--- src/rtl/cluster_out_drain.sv ---
// Generic synchronous FIFO used as the skid buffer behind the cluster read port.
// Latency: push visible at the head one cycle later; head is combinational from storage.
// Backpressure: none internally; caller must never push when full (pop proceeds when non-empty).
module fifo #(
   parameter int W     = 8,
   parameter int DEPTH = 4,
   localparam int AW   = (DEPTH > 1) ? $clog2(DEPTH) : 1,
   localparam int CW   = $clog2(DEPTH + 1)
) (
   input  logic          clk_i,
   input  logic          rst_i,
   input  logic          push_vld,
   input  logic [W-1:0]  push_dat,
   input  logic          pop_rdy,
   output logic [W-1:0]  pop_dat,
   output logic [CW-1:0] count
);
   logic [W-1:0]  mem [DEPTH];
   logic [AW-1:0] wr_ptr;
   logic [AW-1:0] rd_ptr;
   logic          pop;

   assign pop     = pop_rdy && (count != '0);
   assign pop_dat = mem[rd_ptr];

   always_ff @(posedge clk_i) begin
      if (push_vld) mem[wr_ptr] <= push_dat;
   end

   always_ff @(posedge clk_i or negedge rst_i) begin
      if (!rst_i) begin
         wr_ptr <= '0;
         rd_ptr <= '0;
         count  <= '0;
      end else begin
         if (push_vld) wr_ptr <= (wr_ptr == AW'(DEPTH - 1)) ? '0 : wr_ptr + AW'(1);
         if (pop)      rd_ptr <= (rd_ptr == AW'(DEPTH - 1)) ? '0 : rd_ptr + AW'(1);
         count <= count + CW'(push_vld) - CW'(pop);
      end
   end
endmodule

// Drains one output buffer slot from every compute unit after chunk end, as a tagged stream.
// Latency: start -> wait chunk end -> UNIT_NUM issues -> RD_LAT -> FIFO -> stream; done one cycle after last word.
// Backpressure: reads issue only against free credits (FIFO space minus in-flight reads); a pop frees a credit same cycle.
module cluster_out_drain #(
   parameter int UNIT_NUM   = 4,
   parameter int BUF_NUM    = 4,
   parameter int DAT_W      = 32,
   parameter int RD_LAT     = 1,
   parameter int FIFO_DEPTH = 4,
   localparam int UW        = (UNIT_NUM > 1) ? $clog2(UNIT_NUM) : 1,
   localparam int BW        = (BUF_NUM > 1) ? $clog2(BUF_NUM) : 1
) (
   input  logic             clk_i,
   input  logic             rst_i,
   input  logic             chunk_end_i,
   input  logic             drain_start_i,
   input  logic [BW-1:0]    drain_buf_i,
   output logic [BW-1:0]    out_buf_sel_o,
   output logic [UW-1:0]    unit_sel_o,
   input  logic [DAT_W-1:0] out_buf_dat_i,
   output logic             m_valid_o,
   input  logic             m_ready_i,
   output logic [DAT_W-1:0] m_data_o,
   output logic [UW-1:0]    m_unit_o,
   output logic             m_last_o,
   output logic             busy_o,
   output logic             done_o
);
   localparam int CW = $clog2(FIFO_DEPTH + 1);

   typedef struct packed {
      logic [UW-1:0] unit;
      logic          last;
   } tag_t;

   typedef struct packed {
      tag_t             tag;
      logic [DAT_W-1:0] dat;
   } ent_t;

   typedef enum logic [1:0] {IDLE, WAIT_END, ISSUE, FLUSH} state_t;

   state_t        state_q, state_d;
   logic [UW-1:0] cnt_q;
   logic [UW-1:0] usel_q;
   logic [BW-1:0] sel_q;

   logic [CW-1:0] fifo_count;
   logic [CW-1:0] inflight;
   logic [CW-1:0] credits;
   logic          pop;
   logic          issue;
   logic          cap_vld;
   tag_t          iss_tag;
   tag_t          cap_tag;
   ent_t          push_ent;
   ent_t          head;

   assign m_valid_o = (fifo_count != '0);
   assign pop       = m_valid_o && m_ready_i;
   assign credits   = CW'(FIFO_DEPTH) - fifo_count - inflight;
   assign issue     = (state_q == ISSUE) && ((credits != '0) || pop);
   assign iss_tag   = '{unit: cnt_q, last: (cnt_q == UW'(UNIT_NUM - 1))};

   // Tag pipe mirrors the cluster read latency so each word lands with its unit index.
   generate
      if (RD_LAT == 0) begin : g_no_pipe
         assign cap_vld  = issue;
         assign cap_tag  = iss_tag;
         assign inflight = '0;
      end else begin : g_pipe
         logic [RD_LAT-1:0] pv;
         tag_t              pt [RD_LAT];

         always_ff @(posedge clk_i or negedge rst_i) begin
            if (!rst_i) begin
               pv <= '0;
               for (int j = 0; j < RD_LAT; j++) pt[j] <= '0;
            end else begin
               pv[0] <= issue;
               pt[0] <= iss_tag;
               for (int j = 1; j < RD_LAT; j++) begin
                  pv[j] <= pv[j-1];
                  pt[j] <= pt[j-1];
               end
            end
         end

         always_comb begin
            inflight = '0;
            for (int j = 0; j < RD_LAT; j++) inflight = inflight + CW'(pv[j]);
         end

         assign cap_vld = pv[RD_LAT-1];
         assign cap_tag = pt[RD_LAT-1];
      end
   endgenerate

   assign push_ent = '{tag: cap_tag, dat: out_buf_dat_i};

   fifo #(
      .W     ($bits(ent_t)),
      .DEPTH (FIFO_DEPTH)
   ) u_skid (
      .clk_i    (clk_i),
      .rst_i    (rst_i),
      .push_vld (cap_vld),
      .push_dat (push_ent),
      .pop_rdy  (m_ready_i),
      .pop_dat  (head),
      .count    (fifo_count)
   );

   always_comb begin
      state_d = state_q;
      done_o  = 1'b0;
      case (state_q)
         IDLE:     if (drain_start_i) state_d = WAIT_END;
         WAIT_END: if (chunk_end_i) state_d = ISSUE;
         ISSUE:    if (issue && iss_tag.last) state_d = FLUSH;
         FLUSH: begin
            if ((inflight == '0) && !m_valid_o) begin
               done_o  = 1'b1;
               state_d = IDLE;
            end
         end
         default:  state_d = IDLE;
      endcase
   end

   always_ff @(posedge clk_i or negedge rst_i) begin
      if (!rst_i) begin
         state_q <= IDLE;
         cnt_q   <= '0;
         usel_q  <= '0;
         sel_q   <= '0;
      end else begin
         state_q <= state_d;
         if ((state_q == IDLE) && drain_start_i) begin
            sel_q <= drain_buf_i;
            cnt_q <= '0;
         end
         if (issue) begin
            cnt_q  <= cnt_q + UW'(1);
            usel_q <= cnt_q;
         end else if (done_o) begin
            usel_q <= '0;
         end
      end
   end

   assign busy_o        = (state_q != IDLE) && !done_o;
   assign out_buf_sel_o = sel_q;
   assign unit_sel_o    = issue ? cnt_q : usel_q;
   // Head storage is undefined when empty; keep the stream outputs quiet instead.
   assign m_data_o      = m_valid_o ? head.dat : '0;
   assign m_unit_o      = m_valid_o ? head.tag.unit : '0;
   assign m_last_o      = m_valid_o && head.tag.last;
endmodule

--- config.mk ---
export PLATFORM = sky130hd
export DESIGN_NAME = cluster_out_drain
export DESIGN_NICKNAME = d
export VERILOG_FILES = /design/src/rtl/cluster_out_drain.sv
export SDC_FILE = /design/constraint.sdc
export NUM_CORES = 1
export LEC_CHECK = 0
export BUFFER_PORTS_ARGS = -buffer_cell sky130_fd_sc_hd__buf_2
export CAP_MARGIN = 20
export CORE_MARGIN = 10
export CORE_UTILIZATION = 40
export CTS_CLUSTER_SIZE = 25
export DETAILED_ROUTE_END_ITERATION = 10
export GPL_TIMING_DRIVEN = 0
export PLACE_DENSITY = 0.69
export REMOVE_ABC_BUFFERS = 1
export SLEW_MARGIN = 10
export SYNTH_ARGS = -nofsm -noshare
export SYNTH_HDL_FRONTEND = slang
export SYNTH_SLANG_ARGS = --single-unit
--- constraint.sdc ---
create_clock -name clk_i -period 5.2 [get_ports clk_i]
set_input_delay 0.26 -clock clk_i [delete_from_list [all_inputs] [get_ports clk_i]]
set_output_delay 0.26 -clock clk_i [all_outputs]
set_load 0.01 [all_outputs]
======== Word level (Yosys, flattened, before mapping) ========
Memory sizes are Yosys's and may differ from the RTL's.
Cells that the tools add are included.
storage, ports and cells
  bits of input ports ..................... 39
  register bits after elaboration ......... 19
  memories kept ........................... 1
  output and inout port bits .............. 42
  memory bits (read-only) ................. 0
  bits in writable memories ............... 140
  word-level logic and storage cells ...... 64
  latch bits .............................. 0
operators by class
  eq/ne operators ......................... 10
  bitwise operators ....................... 0
  muxes and demuxes ....................... 18
  reductions and logical operators ........ 18
  $add $sub $neg .......................... 7
  multiply operators ...................... 0
  magnitude comparators ................... 0
  shift-type cells ........................ 0
  div/mod/pow operators ................... 0
memory list
  name        depth  width  read ports  clocked after Yosys merged registers in  wr ports  line  RTL
  u_skid.mem  4      35     1           0                                        1         18    logic [W-1:0] mem [DEPTH];
operators with widths
  operator             count
  $mux 32              1
  $mux 2               12
  $eq 2x2->1 const B   5
  $pmux 2 s4           1
  $logic_and 1x1->1    7
  $add 2x1->2 const B  3
  $ne 2x2->1 const B   3
  $reduce_bool 2->1    3
  $reduce_bool 3->1    2
  $sub 3x1->3          2
  $mux 1               4
  $reduce_and 4->1     1
  $add 3x1->3          1
  $logic_not 3->1      1
  $sub 3x3->3 const A  1
  $eq 2x1->1 const B   1
  $logic_not 1->1      2
  $logic_not 2->1      1
  $ne 2x1->1 const B   1
  $logic_or 1x1->1     1

======== Longest topological paths before layout ========
Gate-level depths: netlist of the first run.
  depth after elaboration ................. 8
  mapped depth ............................ 9
  depth with buffers taken out ............ 8

======== Cells and area by module ========
Synthesis of the first run repeated with hierarchy kept, for this count alone.
second synthesis, totals
  cells, all modules ...................... 317
  area, all modules ....................... 6427.4 um2
by module, submodules not included
  module             sequential area each (um2)  area an instance (um2)  cells an instance  times used
  fifo               4379.2                      5517.8                  219                1
  cluster_out_drain  300.3                       909.6                   98                 1

======== Worst setup path before layout of the first run ========
Ideal clock, no wire load.
  kind .................................... register to output
  start point ............................. register g_pipe.pv (netlist: cap_vld)
  end point ............................... output unit_sel_o[0]
  data arrival time ....................... 1916 ps
  buffers on the path ..................... 1
  cell stages (with the launch flop) ...... 8
  path slack .............................. 3024 ps
  cell sequence ........................... dfrtp_1 > clkbuf_1 > inv_1 > ha_1 > ha_1 > o41ai_4 > nand2_1 > o21ai_0
on the way
  longest elaborated chain between the ends .. 5
RTL lines
  element                            line  RTL
  from (decl)                        114   logic [RD_LAT-1:0] pv;
  from (signal, indexed assignment)  125   pv[j] <= pv[j-1];
  $sub 3x1->3                        103   assign credits = CW'(FIFO_DEPTH) - fifo_count - inflight;
  $reduce_bool 3->1                  104   assign issue = (state_q == ISSUE) && ((credits != '0) || pop);
  $logic_or 1x1->1                   104
  $logic_and 1x1->1                  104
  $mux 2                             196   assign unit_sel_o = issue ? cnt_q : usel_q;
  to (decl)                          61    output logic [UW-1:0] unit_sel_o,
Every way passes these cells.

======== Worst setup path in the final report of the first run ========
Ends and elaborated chain as after synthesis.

==> flow_metrics.py, run 1 <==
metrics = {
    "outcome": {
        "run_status": "finished clean",
    },
    "min_path": {
        "worstHoldPathType": "in2reg",
        "hold-path-cell-count": 1,
    },
    "clock_tree": {
        "clock_tree_from_tritoncts": "built",
        "cts.path.max_buffers": 2,
        "cts.htree.levels": 4,
        "clock_latency_ns": 0.42,
        "cts_buffers": 17,
        "cts.clk_slew.worst_paths_ns": 0.06,
        "clock_root_buffer": "sky130_fd_sc_hd__clkbuf_16",
        "numClockSinks": 159,
        "cts_setup_buffers": 0,
    },
    "timing": {
        "final.setup.tns_ns": 0,
        "fin_ws_ns": 2.41,
        "period_share_pct": 53.7,
        "setup_viol_count_final": 0,
        "final.min_clock_period_ns": 2.79,
        "fin_hold_ws_ns": 0.0497,
        "final-hold-violation-count": 0,
        "grt_setup_unrepaired": "false",
        "final.setup_skew_ns": 0.00999,
        "report.final.slew_viol_count": 0,
        "worst_slew_margin_rel_pct": 48.7,
        "worst-slew-pin-transition_ns": 0.769,
        "max_freq_ghz": 0.358,
    },
    "die": {
        "die_h_um": 146,
        "rows": 45,
        "num_io_pins": 81,
        "die_area_um2": 21200,
        "initial_utilization_pct": 41.2,
        "chipWidth_um": 146,
        "core_area_um2": 15300,
    },
    "setup_path": {
        "cp.required_ns": 4.94,
        "regToRegSetupSlack_ns": 3.05,
        "crit_family": "compound AO/OA/AOI/OAI gates",
        "path_max_fanout": 11,
        "crit_type": "reg2out",
        "critPathArrivalTime_ns": 2.53,
        "crit_path_frequent_cell": "sky130_fd_sc_hd__ha_1",
        "cp.depth": 7,
        "end_kind": "primary output",
        "slowest_stage": "sky130_fd_sc_hd__o41ai_4",
        "critical_path.cell_chain": "inv_1, ha_1, ha_1, o41ai_4, nand2_1, o21ai_0, buf_2",
        "startpoint_type": "flop",
        "cp.buffers_inverters": 2,
        "reg2reg_depth": 7,
        "critical-path-max-stage-delay_ns": 0.55,
    },
    "placement": {
        "routabilityCongestion": 0.717,
        "portBuffers": 80,
        "placement.setup.worst_slack_ns": 2.83,
        "hpwl_after_detailed_placement_um": 7470,
    },
    "yosys": {
        "post_synth.cell_area_avg_um2": 20.2,
        "post_synth_instance_area_um2": 6310,
        "ys_types": 28,
        "synth.yosys.seq_area_share_pct": 74.2,
        "post_synth_inst_count": 312,
        "synth-warning-count": 0,
        "synth-seq-cells": 159,
    },
    "final_layout": {
        "filler_cells": 1290,
        "areaGrowthSynthToFinish_pct": 20.9,
        "num_antenna_cells": 0,
        "nNetsFinal": 459,
        "finalCoreUtilization_pct": 49.8,
        "commonest_cells_after_routing_fill_and_taps_aside": "140 x sky130_fd_sc_hd__edfxtp_1, 80 x sky130_fd_sc_hd__buf_2, 35 x sky130_fd_sc_hd__mux4_2, 35 x sky130_fd_sc_hd__and2_1",
        "final_layout_size_suffix_gt1_share_pct": 39.6,
        "layout.cells.most_common": "sky130_fd_sc_hd__edfxtp_1",
    },
    "grt": {
        "overflow": 0,
        "pin_count_of_the_biggest_net_entering_global_routing": 39,
        "first_global_vias": 3480,
        "gr-usage-all-layers_pct": 11.5,
        "grt_pass1_wl_um": 18900,
        "initial_antenna_violation_count": 0,
    },
    "route": {
        "route.final.wire_length_um": 11800,
        "ant_nets": 0,
        "detailedRoute.firstIterationViolations": 134,
        "route.layer.met1.wl_um": 5110,
        "routed_via_density": 4.97,
        "drc": 0,
        "maxUsedRoutingLayer": "met4",
        "met2RoutedLength_um": 5890,
        "detailroute.via_count": 3120,
        "routedWlPerCell_um": 18.7,
        "drt_first_pass_iters": 4,
        "dr_wl_met3_um": 582,
    },
    "power": {
        "irDropWorstVdd_mv": 0.277,
        "leakagePower_uw": 0.00275,
        "power-per-cell-area_nw_per_um2": 577,
        "total_power_uw": 4400,
    },
    "run": {
        "maxCapViolations": 0,
    },
}
==> metal layers <==
metal	vias up	track usage, %
met2	82	18.8
met4	0	4.55
li1	1414	-
met3	17	3.94
met1	1607	13.6
met5	-	0
==> timing repair <==
action,in CTS,in global routing
endpoints found under the hold margin,19,0
hold buffers,1,0
gates resized for setup,0,0
==> synth_stat cells, drive strengths merged <==
library cell / instances / area, µm²
edfxtp: 140 / 4200
and2: 39 / 244
mux4: 35 / 788
dfrtp: 19 / 475
ha: 15 / 188
inv: 14 / 52.6
clkbuf: 8 / 30.0
nand2: 8 / 30.0
buf: 5 / 25.0
mux2: 5 / 56.3
o21ai: 5 / 25.0
o41ai: 3 / 52.6
nor2: 2 / 7.51
o22ai: 2 / 12.5
or3: 2 / 12.5
xor2: 2 / 17.5
a21oi: 1 / 5.00
fa: 1 / 20.0
nand3: 1 / 5.00
nor3b: 1 / 12.5
o221ai: 1 / 8.76
o31a: 1 / 17.5
o32a: 1 / 10.0
xnor2: 1 / 8.76
==> worst paths after layout <==
| path | end | startpoint |
|---|---|---|
| setup / recovery | unit_sel_o[0] | cap_vld$_DFF_PN0_ |
| hold / removal | u_skid.mem[0][0]$_DFFE_PP_ | out_buf_dat_i[0] |
| setup reg to reg | u_skid.count[2]$_DFF_PN0_ | u_skid.count[2]$_DFF_PN0_ |
| hold reg to reg | cap_tag[2]$_DFF_PN0_ | cnt_q[1]$_DFFE_PN0P_ |
| max in group asynchronous | u_skid.rd_ptr[0]$_DFFE_PN0P_ | rst_i |
| min in group asynchronous | u_skid.count[0]$_DFF_PN0_ | rst_i |
==> kinds of logic after synthesis <==
kind of cell / synth area share, %
XOR/XNOR: 0.417
adder cells (fa/ha/maj): 3.29
multiplexers: 13.4
buffers and inverters: 1.71
AND/OR/NAND/NOR: 4.94
AO/OA/AOI/OAI: 2.08
flip-flops: 74.2
==> cell type report <==
class	count	area (µm²)	share of cell area, %
well taps	211	264	3.46
multi-input cells	126	1530	20.0
clock inverters	13	139	1.82
repair buffers	86	526	6.89
inverters	14	52.6	0.689
clock buffers	19	433	5.68
flip-flops and latches	159	4680	61.4
==> where the power goes <==
part | total (µW) | switching, µW | internal, µW
combinational | 1370 | 659 | 706
clock | 1190 | 487 | 707
sequential | 1840 | 200 | 1640
total | 4400 | 1350 | 3050
==> stage by stage <==
step	cells	area, µm²
3_3_place_gp	590	6920
6_report	628	7630
2_1_floorplan	299	6250
3_5_place_dp	595	7040
5_1_grt	628	7630
4_1_cts	628	7630
==> flip-flops by register name, summed over array words and instances, names as in the netlist <==
register       cells
cnt_q              2
cap_tag            3
u_skid.wr_ptr      2
usel_q             2
u_skid.rd_ptr      2
cap_vld            1
state_q            2
u_skid.count       3
out_buf_sel_o      2
u_skid.mem       140
Power figures use the tool's default switching activity.
==> run 2, diff against run 1 <==
--- a/config.mk
+++ b/config.mk
@@ -5,6 +5,7 @@
 export SDC_FILE = /design/constraint.sdc
 export NUM_CORES = 1
 export LEC_CHECK = 0
+export ABC_AREA = 1
 export BUFFER_PORTS_ARGS = -buffer_cell sky130_fd_sc_hd__buf_2
 export CAP_MARGIN = 20
 export CORE_MARGIN = 10
==> constraint.sdc (replaced) <==
create_clock -name clk_i -period 2.6 [get_ports clk_i]
set_input_delay 0.13 -clock clk_i [delete_from_list [all_inputs] [get_ports clk_i]]
set_output_delay 0.13 -clock clk_i [all_outputs]
set_load 0.01 [all_outputs]
==> run 2 against run 1 <==
- first-iteration DRC count is 57% higher
- clock power rose by 100%
- via count up 35%
- hold slack gained 0.059 ns
- total power is 110% higher
- combinational power up 140%
- clock skew is 0.0029 ns lower
- register-to-register slack got worse by 2.6 ns
- largest cell class unchanged
- final area rose by 6.3%
- cell count is 39% higher
- synthesized cell count grew 69%
- synthesized area up 2.5%
- highest routed layer unchanged
==> flow_metrics.py, run 2 <==
metrics = {
    "outcome": {
        "run_status": "finished clean",
    },
    "power": {
        "leakagePower_uw": 0.00310,
        "power-per-cell-area_nw_per_um2": 1140,
        "irDropWorstVdd_mv": 0.746,
    },
    "final_layout": {
        "commonest_cells_after_routing_fill_and_taps_aside": "144 x sky130_fd_sc_hd__nor2_1, 140 x sky130_fd_sc_hd__edfxtp_1, 80 x sky130_fd_sc_hd__buf_2",
        "final_layout_size_suffix_gt1_share_pct": 21.3,
        "largest-register": "u_skid.mem",
        "finalCoreUtilization_pct": 51.0,
        "number_of_flip_flops_under_the_largest_register_name": 140,
        "nNetsFinal": 696,
        "final_cell_area_um2": 8100,
        "post_layout_nonfiller_instances": 871,
        "areaGrowthSynthToFinish_pct": 25.4,
        "layout.cells.most_common": "sky130_fd_sc_hd__nor2_1",
        "filler_cells": 1382,
    },
    "yosys": {
        "synth.yosys.seq_area_share_pct": 72.4,
        "synth-seq-cells": 159,
        "post_synth.cell_area_avg_um2": 12.3,
        "synth.top_cell.area_share_pct": 65.0,
        "synth_enable_flop_cells": 140,
        "post_synth_inst_count": 527,
        "synthMostInstantiatedCell": "sky130_fd_sc_hd__nor2_1",
        "synth.top_cells.by_count": "144 x sky130_fd_sc_hd__nor2_1, 140 x sky130_fd_sc_hd__edfxtp_1, 61 x sky130_fd_sc_hd__o21ai_0",
        "ys_top_cells_by_area": "sky130_fd_sc_hd__edfxtp_1 65%, sky130_fd_sc_hd__nor2_1 8.4%, sky130_fd_sc_hd__dfrtp_1 7.4%, sky130_fd_sc_hd__o21ai_0 4.7%, sky130_fd_sc_hd__ha_1 2.9%",
        "synth-warning-count": 0,
        "ys_types": 27,
        "library_cell_occupying_the_most_area_in_the_post_synthesis_netlist": "sky130_fd_sc_hd__edfxtp_1",
        "post_synth_instance_area_um2": 6460,
        "ys_dominant_reg_cell": "sky130_fd_sc_hd__edfxtp_1",
        "synthArstFlopShare_pct": 11.9,
    },
    "run": {
        "maxCapViolations": 0,
    },
    "setup_path": {
        "critPathArrivalTime_ns": 2.22,
        "crit_type": "reg2out",
        "path_max_fanout": 10,
        "end_kind": "primary output",
        "cp.required_ns": 2.47,
        "startpoint_type": "flop",
    },
    "min_path": {
        "worstHoldPathType": "in2reg",
    },
    "clock_tree": {
        "clock_tree_from_tritoncts": "built",
        "clock_root_buffer": "sky130_fd_sc_hd__clkbuf_16",
        "cts_buffers": 17,
        "clock_latency_ns": 0.41,
        "cts.path.max_buffers": 2,
        "cts.htree.levels": 4,
        "cts.clk_slew.worst_paths_ns": 0.06,
        "numClockSinks": 159,
    },
    "route": {
        "route.final.wire_length_um": 14100,
        "routedWlPerCell_um": 16.2,
        "ant_nets": 0,
        "drc": 0,
        "routed_via_density": 4.82,
        "drt_first_pass_iters": 7,
        "detailedRoute.firstIterationViolations": 211,
        "detailroute.via_count": 4197,
    },
    "placement": {
        "count_of_placed_standard_cells_including_taps": 802,
        "postPlaceCellArea_um2": 7130,
        "routabilityCongestion": 0.746,
        "hpwl_after_detailed_placement_um": 8360,
        "placement.setup.worst_slack_ns": 0.0411,
        "portBuffers": 80,
    },
    "timing": {
        "final.setup_skew_ns": 0.00710,
        "worst_slew_margin_rel_pct": 64.6,
        "setup_viol_count_final": 0,
        "report.final.slew_viol_count": 0,
        "grt_setup_unrepaired": "false",
        "fin_hold_ws_ns": 0.109,
        "final.min_clock_period_ns": 2.35,
        "worst-slew-pin-transition_ns": 0.531,
        "fin_ws_ns": 0.245,
        "period_share_pct": 90.6,
        "final-hold-violation-count": 0,
        "max_freq_ghz": 0.425,
    },
    "die": {
        "initial_utilization_pct": 40.7,
        "die_area_um2": 21600,
        "rows": 46,
        "core_area_um2": 15900,
        "chipWidth_um": 147,
        "die_h_um": 147,
        "num_io_pins": 81,
    },
    "grt": {
        "gr-usage-all-layers_pct": 13.1,
        "initial_antenna_violation_count": 1,
        "grt_pass1_wl_um": 22200,
        "pin_count_of_the_biggest_net_entering_global_routing": 74,
        "overflow": 0,
        "first_global_vias": 4448,
    },
}
run 2: cell types whose count changed after synthesis, moves of 3 or more:
cell / change
sky130_fd_sc_hd__a21oi_1: +35
sky130_fd_sc_hd__and2_1: -39
sky130_fd_sc_hd__buf_2: +9
sky130_fd_sc_hd__clkbuf_1: -5
sky130_fd_sc_hd__clkbuf_2: +7
sky130_fd_sc_hd__inv_1: +9
sky130_fd_sc_hd__mux2_2: -3
sky130_fd_sc_hd__mux4_2: -35
sky130_fd_sc_hd__nand2_1: +16
sky130_fd_sc_hd__nand2_2: +5
sky130_fd_sc_hd__nor2_1: +142
sky130_fd_sc_hd__o21ai_0: +57
sky130_fd_sc_hd__o21ai_1: +15
run 2: repair_timing:
action                                  CTS  global route
endpoints found under the setup margin   35            27
hold endpoints to repair                149             0
resized for setup                         2             4
setup buffers                             0             1
hold buffers                             35             0
gates cloned                              0             0
run 2: cell families after synthesis:
family	after synthesis	share of synthesized area [%]
fa+ha+maj	16	3.21
simple gates	179	10.8
compound gates	117	9.31
xor+xnor	2	0.271
buf+inv	52	3.62
flops	159	72.4
mux	2	0.348
run 2: worst paths after layout:
| kind | end | cells past startpoint | startpoint | slack, ns |
|---|---|---|---|---|
| setup / recovery | unit_sel_o[0] | 12 | cap_vld$_DFF_PN0_ | 0.25 |
| hold / removal | cnt_q[0]$_DFFE_PN0P_ | 4 | drain_start_i | 0.11 |
| setup reg to reg | u_skid.count[2]$_DFF_PN0_ | 10 | u_skid.count[1]$_DFF_PN0_ | 0.47 |
| hold reg to reg | cap_tag[1]$_DFF_PN0_ | 0 | cnt_q[0]$_DFFE_PN0P_ | 0.41 |
| max in group asynchronous | u_skid.rd_ptr[0]$_DFFE_PN0P_ | 2 | rst_i | 2.07 |
| min in group asynchronous | usel_q[0]$_DFFE_PN0P_ | 2 | rst_i | 0.19 |
run 2: critical path: stages, from the launching register on:
cell                      delay (ns)
sky130_fd_sc_hd__dfrtp_2        0.46
sky130_fd_sc_hd__inv_2          0.08
sky130_fd_sc_hd__ha_1           0.19
sky130_fd_sc_hd__ha_1           0.27
sky130_fd_sc_hd__nor2_1         0.10
sky130_fd_sc_hd__nand2_1        0.05
sky130_fd_sc_hd__nor2_1         0.10
sky130_fd_sc_hd__nand2_2        0.09
sky130_fd_sc_hd__nand2_4        0.10
sky130_fd_sc_hd__inv_4          0.05
sky130_fd_sc_hd__nand2_2        0.07
sky130_fd_sc_hd__o21a_1         0.12
sky130_fd_sc_hd__buf_2          0.12
run 2: final cells by class:
type | count | area [µm²] | share of cell area, %
antenna | 1 | 2.50 | 0.0309
clock buffer | 25 | 549 | 6.78
sequential | 159 | 4690 | 57.8
timing repair buffer | 121 | 893 | 11.0
multi-input combinational | 316 | 1550 | 19.1
clock inverter | 7 | 41.3 | 0.510
tap | 216 | 270 | 3.34
inverter | 26 | 110 | 1.36
run 2: routing by layer:
metal,GRT usage (%),share of wire [%]
met5,0,0
met4,5.25,1.4
met3,4.08,5.3
met2,23.0,52
met1,14.5,41
run 2: report_power, final:
group / total [µW] / internal [µW] / switching, µW / leakage (µW)
sequential: 3600 / 3270 / 332 / 0.00150
clock: 2380 / 1470 / 910 / 0.000296
combinational: 3300 / 1230 / 2070 / 0.00130
run 2: through the flow:
step	total power [µW]	TNS, ns
global route	9940	0
detailed placement	6900	0
global placement	6660	-50.07
CTS	9330	0
finish	9280	0
floorplan	5500	-0.105
==> run 3, diff against run 2 <==
--- a/config.mk
+++ b/config.mk
@@ -5,7 +5,6 @@
 export SDC_FILE = /design/constraint.sdc
 export NUM_CORES = 1
 export LEC_CHECK = 0
-export ABC_AREA = 1
 export BUFFER_PORTS_ARGS = -buffer_cell sky130_fd_sc_hd__buf_2
 export CAP_MARGIN = 20
 export CORE_MARGIN = 10
@@ -18,4 +17,5 @@
 export SLEW_MARGIN = 10
 export SYNTH_ARGS = -nofsm -noshare
 export SYNTH_HDL_FRONTEND = slang
+export SYNTH_HIERARCHICAL = 1
 export SYNTH_SLANG_ARGS = --single-unit
==> run 3 against run 2 <==
- critical path depth decreased by 5
- die area decreased by 0.49%
- cell count decreased by 23%
- via count decreased by 22%
- wire length decreased by 15%
- critical endpoint is now unit_sel_o[1]
- highest routed layer unchanged
==> flow_metrics.py, run 3 <==
metrics = {
    "yosys": {
        "post_synth.cell_area_avg_um2": 20.3,
        "synth.top_cell.area_share_pct": 65.4,
        "ys_types": 33,
        "post_synth_instance_area_um2": 6430,
        "ys_dominant_reg_cell": "sky130_fd_sc_hd__edfxtp_1",
        "synth_simple_gate_area_share_pct": 5.12,
        "synthMostInstantiatedCell": "sky130_fd_sc_hd__edfxtp_1",
        "synth_compound_area_share_pct": 2.18,
        "post_synth_inst_count": 317,
        "synth_mux_area_share_pct": 13.6,
        "synthArstFlopShare_pct": 11.9,
        "library_cell_occupying_the_most_area_in_the_post_synthesis_netlist": "sky130_fd_sc_hd__edfxtp_1",
        "synth_enable_flop_cells": 140,
        "synth-warning-count": 6,
        "combinational_family_with_the_most_area_after_synthesis": "multiplexers",
        "synth-seq-cells": 159,
        "synth.yosys.seq_area_share_pct": 72.8,
        "yosys.area_share.xor_xnor_pct": 0.409,
        "ys_top_cells_by_area": "sky130_fd_sc_hd__edfxtp_1 65%, sky130_fd_sc_hd__mux4_2 9.8%, sky130_fd_sc_hd__dfrtp_1 7.4%, sky130_fd_sc_hd__and2_1 3.8%, sky130_fd_sc_hd__mux4_1 2.9%",
        "synthAdderAreaFrac_pct": 3.04,
        "synth.top_cells.by_count": "140 x sky130_fd_sc_hd__edfxtp_1, 39 x sky130_fd_sc_hd__and2_1, 28 x sky130_fd_sc_hd__mux4_2",
    },
    "outcome": {
        "run_status": "finished clean",
    },
    "route": {
        "drc": 0,
        "routedWlPerCell_um": 17.9,
        "ant_nets": 0,
        "route.final.wire_length_um": 12100,
        "detailroute.via_count": 3273,
        "detailedRoute.firstIterationViolations": 164,
        "drt_first_pass_iters": 4,
        "routed_via_density": 4.85,
    },
    "power": {
        "p_clk_share_pct": 26.9,
        "power-per-cell-area_nw_per_um2": 1120,
        "combinationalPowerShare_pct": 32.8,
        "irDropWorstVdd_mv": 0.576,
        "leakagePower_uw": 0.00296,
        "cell_internal_pwr_uw": 6250,
        "power_switching_uw": 2780,
        "p_seq_share_pct": 40.3,
        "swShare_pct": 30.8,
        "total_power_uw": 9030,
    },
    "die": {
        "die_h_um": 147,
        "rows": 46,
        "die_area_um2": 21500,
        "core_area_um2": 15800,
        "num_io_pins": 81,
        "chipWidth_um": 147,
        "initial_utilization_pct": 40.6,
    },
    "placement": {
        "postPlaceCellArea_um2": 7100,
        "hpwl_after_detailed_placement_um": 7660,
        "portBuffers": 80,
        "routabilityCongestion": 0.729,
    },
    "final_layout": {
        "filler_cells": 1309,
        "num_antenna_cells": 0,
        "commonest_cells_after_routing_fill_and_taps_aside": "140 x sky130_fd_sc_hd__edfxtp_1, 80 x sky130_fd_sc_hd__buf_2, 35 x sky130_fd_sc_hd__and2_1, 35 x sky130_fd_sc_hd__dlygate4sd3_1, 28 x sky130_fd_sc_hd__mux4_2",
        "largest-register": "u_skid/mem",
        "regArea_um2": 4690,
        "layout.cells.most_common": "sky130_fd_sc_hd__edfxtp_1",
        "finalCoreUtilization_pct": 51.1,
        "multi_input_comb_area_um2": 1580,
        "nNetsFinal": 500,
        "final_cell_area_um2": 8080,
        "final_layout_size_suffix_gt1_share_pct": 37.5,
        "number_of_flip_flops_under_the_largest_register_name": 140,
        "areaGrowthSynthToFinish_pct": 25.7,
    },
    "setup_path": {
        "end_kind": "primary output",
        "cp.buffers_inverters": 2,
        "critical_path.cell_chain": "inv_1, ha_1, ha_1, o41a_4, nand2_1, o21ai_2, buf_2",
        "path_max_fanout": 11,
        "cp.required_ns": 2.47,
        "slowest_stage": "sky130_fd_sc_hd__o41a_4",
        "critical-path-max-stage-delay_ns": 0.57,
        "crit_type": "reg2out",
        "startpoint_type": "flop",
        "critPathArrivalTime_ns": 2.34,
        "crit_path_frequent_cell": "sky130_fd_sc_hd__ha_1",
        "crit_family": "compound AO/OA/AOI/OAI gates",
    },
    "clock_tree": {
        "clock_tree_from_tritoncts": "built",
        "cts.htree.levels": 4,
        "cts.clk_slew.worst_paths_ns": 0.07,
        "cts_buffers": 17,
        "clock_latency_ns": 0.42,
        "numClockSinks": 159,
        "clock_root_buffer": "sky130_fd_sc_hd__clkbuf_16",
        "cts.path.max_buffers": 2,
    },
    "grt": {
        "grt_pass1_wl_um": 19400,
        "overflow": 0,
        "first_global_vias": 3627,
        "pin_count_of_the_biggest_net_entering_global_routing": 39,
        "initial_antenna_violation_count": 0,
        "gr-usage-all-layers_pct": 11.7,
    },
    "timing": {
        "worst_slew_margin_rel_pct": 54.6,
        "fin_hold_ws_ns": 0.118,
        "setup_viol_count_final": 0,
        "report.final.slew_viol_count": 0,
        "max_freq_ghz": 0.405,
        "grt_setup_unrepaired": "false",
        "final.min_clock_period_ns": 2.47,
        "final.setup_skew_ns": 0.00808,
        "worst-slew-pin-transition_ns": 0.681,
        "period_share_pct": 95.0,
        "final-hold-violation-count": 0,
    },
    "min_path": {
        "worstHoldPathType": "in2reg",
    },
    "run": {
        "maxCapViolations": 0,
    },
}
run 3: area by class of cell:
cell class                 count  share of cell area, %
clock buffer                  17                   5.26
clock inverter                15                   1.98
inverter                      17                  0.790
multi-input combinational    128                   19.6
sequential                   159                   58.0
tap                          216                   3.34
timing repair buffer         123                   11.1
run 3: power by group through the flow:
stage | combinational, µW | clock [µW] | sequential (µW)
floorplan | 1790 | 0 | 3690
detailed placement | 2830 | 0 | 3790
global route | 3270 | 2580 | 3710
finish | 2970 | 2430 | 3640
global placement | 2650 | 0 | 3840
CTS | 2880 | 2490 | 3740
run 3: final timing paths:
| path | start | endpoint | slack [ns] | cells after the start |
|---|---|---|---|---|
| min reg2reg | cnt_q[1]$_DFFE_PN0P_ | cap_tag[2]$_DFF_PN0_ | 0.44 | 0 |
| max | u_skid/count[0]$_DFF_PN0_ | unit_sel_o[1] | 0.13 | 7 |
| min | m_ready_i | u_skid/rd_ptr[1]$_DFFE_PN0P_ | 0.12 | 3 |
| min in group asynchronous | rst_i | state_q[1]$_DFFE_PN0P_ | 0.17 | 2 |
| max reg2reg | u_skid/count[1]$_DFF_PN0_ | u_skid/count[2]$_DFF_PN0_ | 0.31 | 9 |
| max in group asynchronous | rst_i | u_skid/rd_ptr[0]$_DFFE_PN0P_ | 2.08 | 2 |
run 3: cell families after synthesis:
kind of cell | after synthesis
xor+xnor | 3
buf+inv | 30
simple gates | 54
compound gates | 16
flops | 159
fa+ha+maj | 15
mux | 40
run 3: stage by stage:
| step | setup WS (ns) | TNS [ns] | std cells |
|---|---|---|---|
| 6_report | 0.130 | 0 | 675 |
| 5_1_grt | 0.0182 | 0 | 675 |
| 4_1_cts | 0.00266 | 0 | 672 |
| 3_5_place_dp | 0.294 | 0 | 605 |
| 3_3_place_gp | -0.619 | -19.95 | 600 |
| 2_1_floorplan | 0.163 | 0 | 304 |
run 3: timing repair:
action,in CTS,in global routing
pin swaps,0,0
gates resized for setup,2,1
hold endpoints to repair,149,0
endpoints found under the setup margin,2,3
hold buffers,35,0
buffers inserted,0,3
run 3: worst reg2reg max path, delay by kind of cell (launching register included):
kind            cells  cell delay, ns
xor+xnor            2            0.27
compound gates      1            0.43
fa+ha+maj           3            0.79
buf+inv             3            0.19
flops               1            0.48
run 3: metal layers:
metal	track usage, %	part of all wire, %	vias up
li1	-	-	1499
met1	13.7	43	1680
met2	19.5	52	75
met3	3.50	3.8	19
met4	5.21	1.6	0
met5	0	0	-
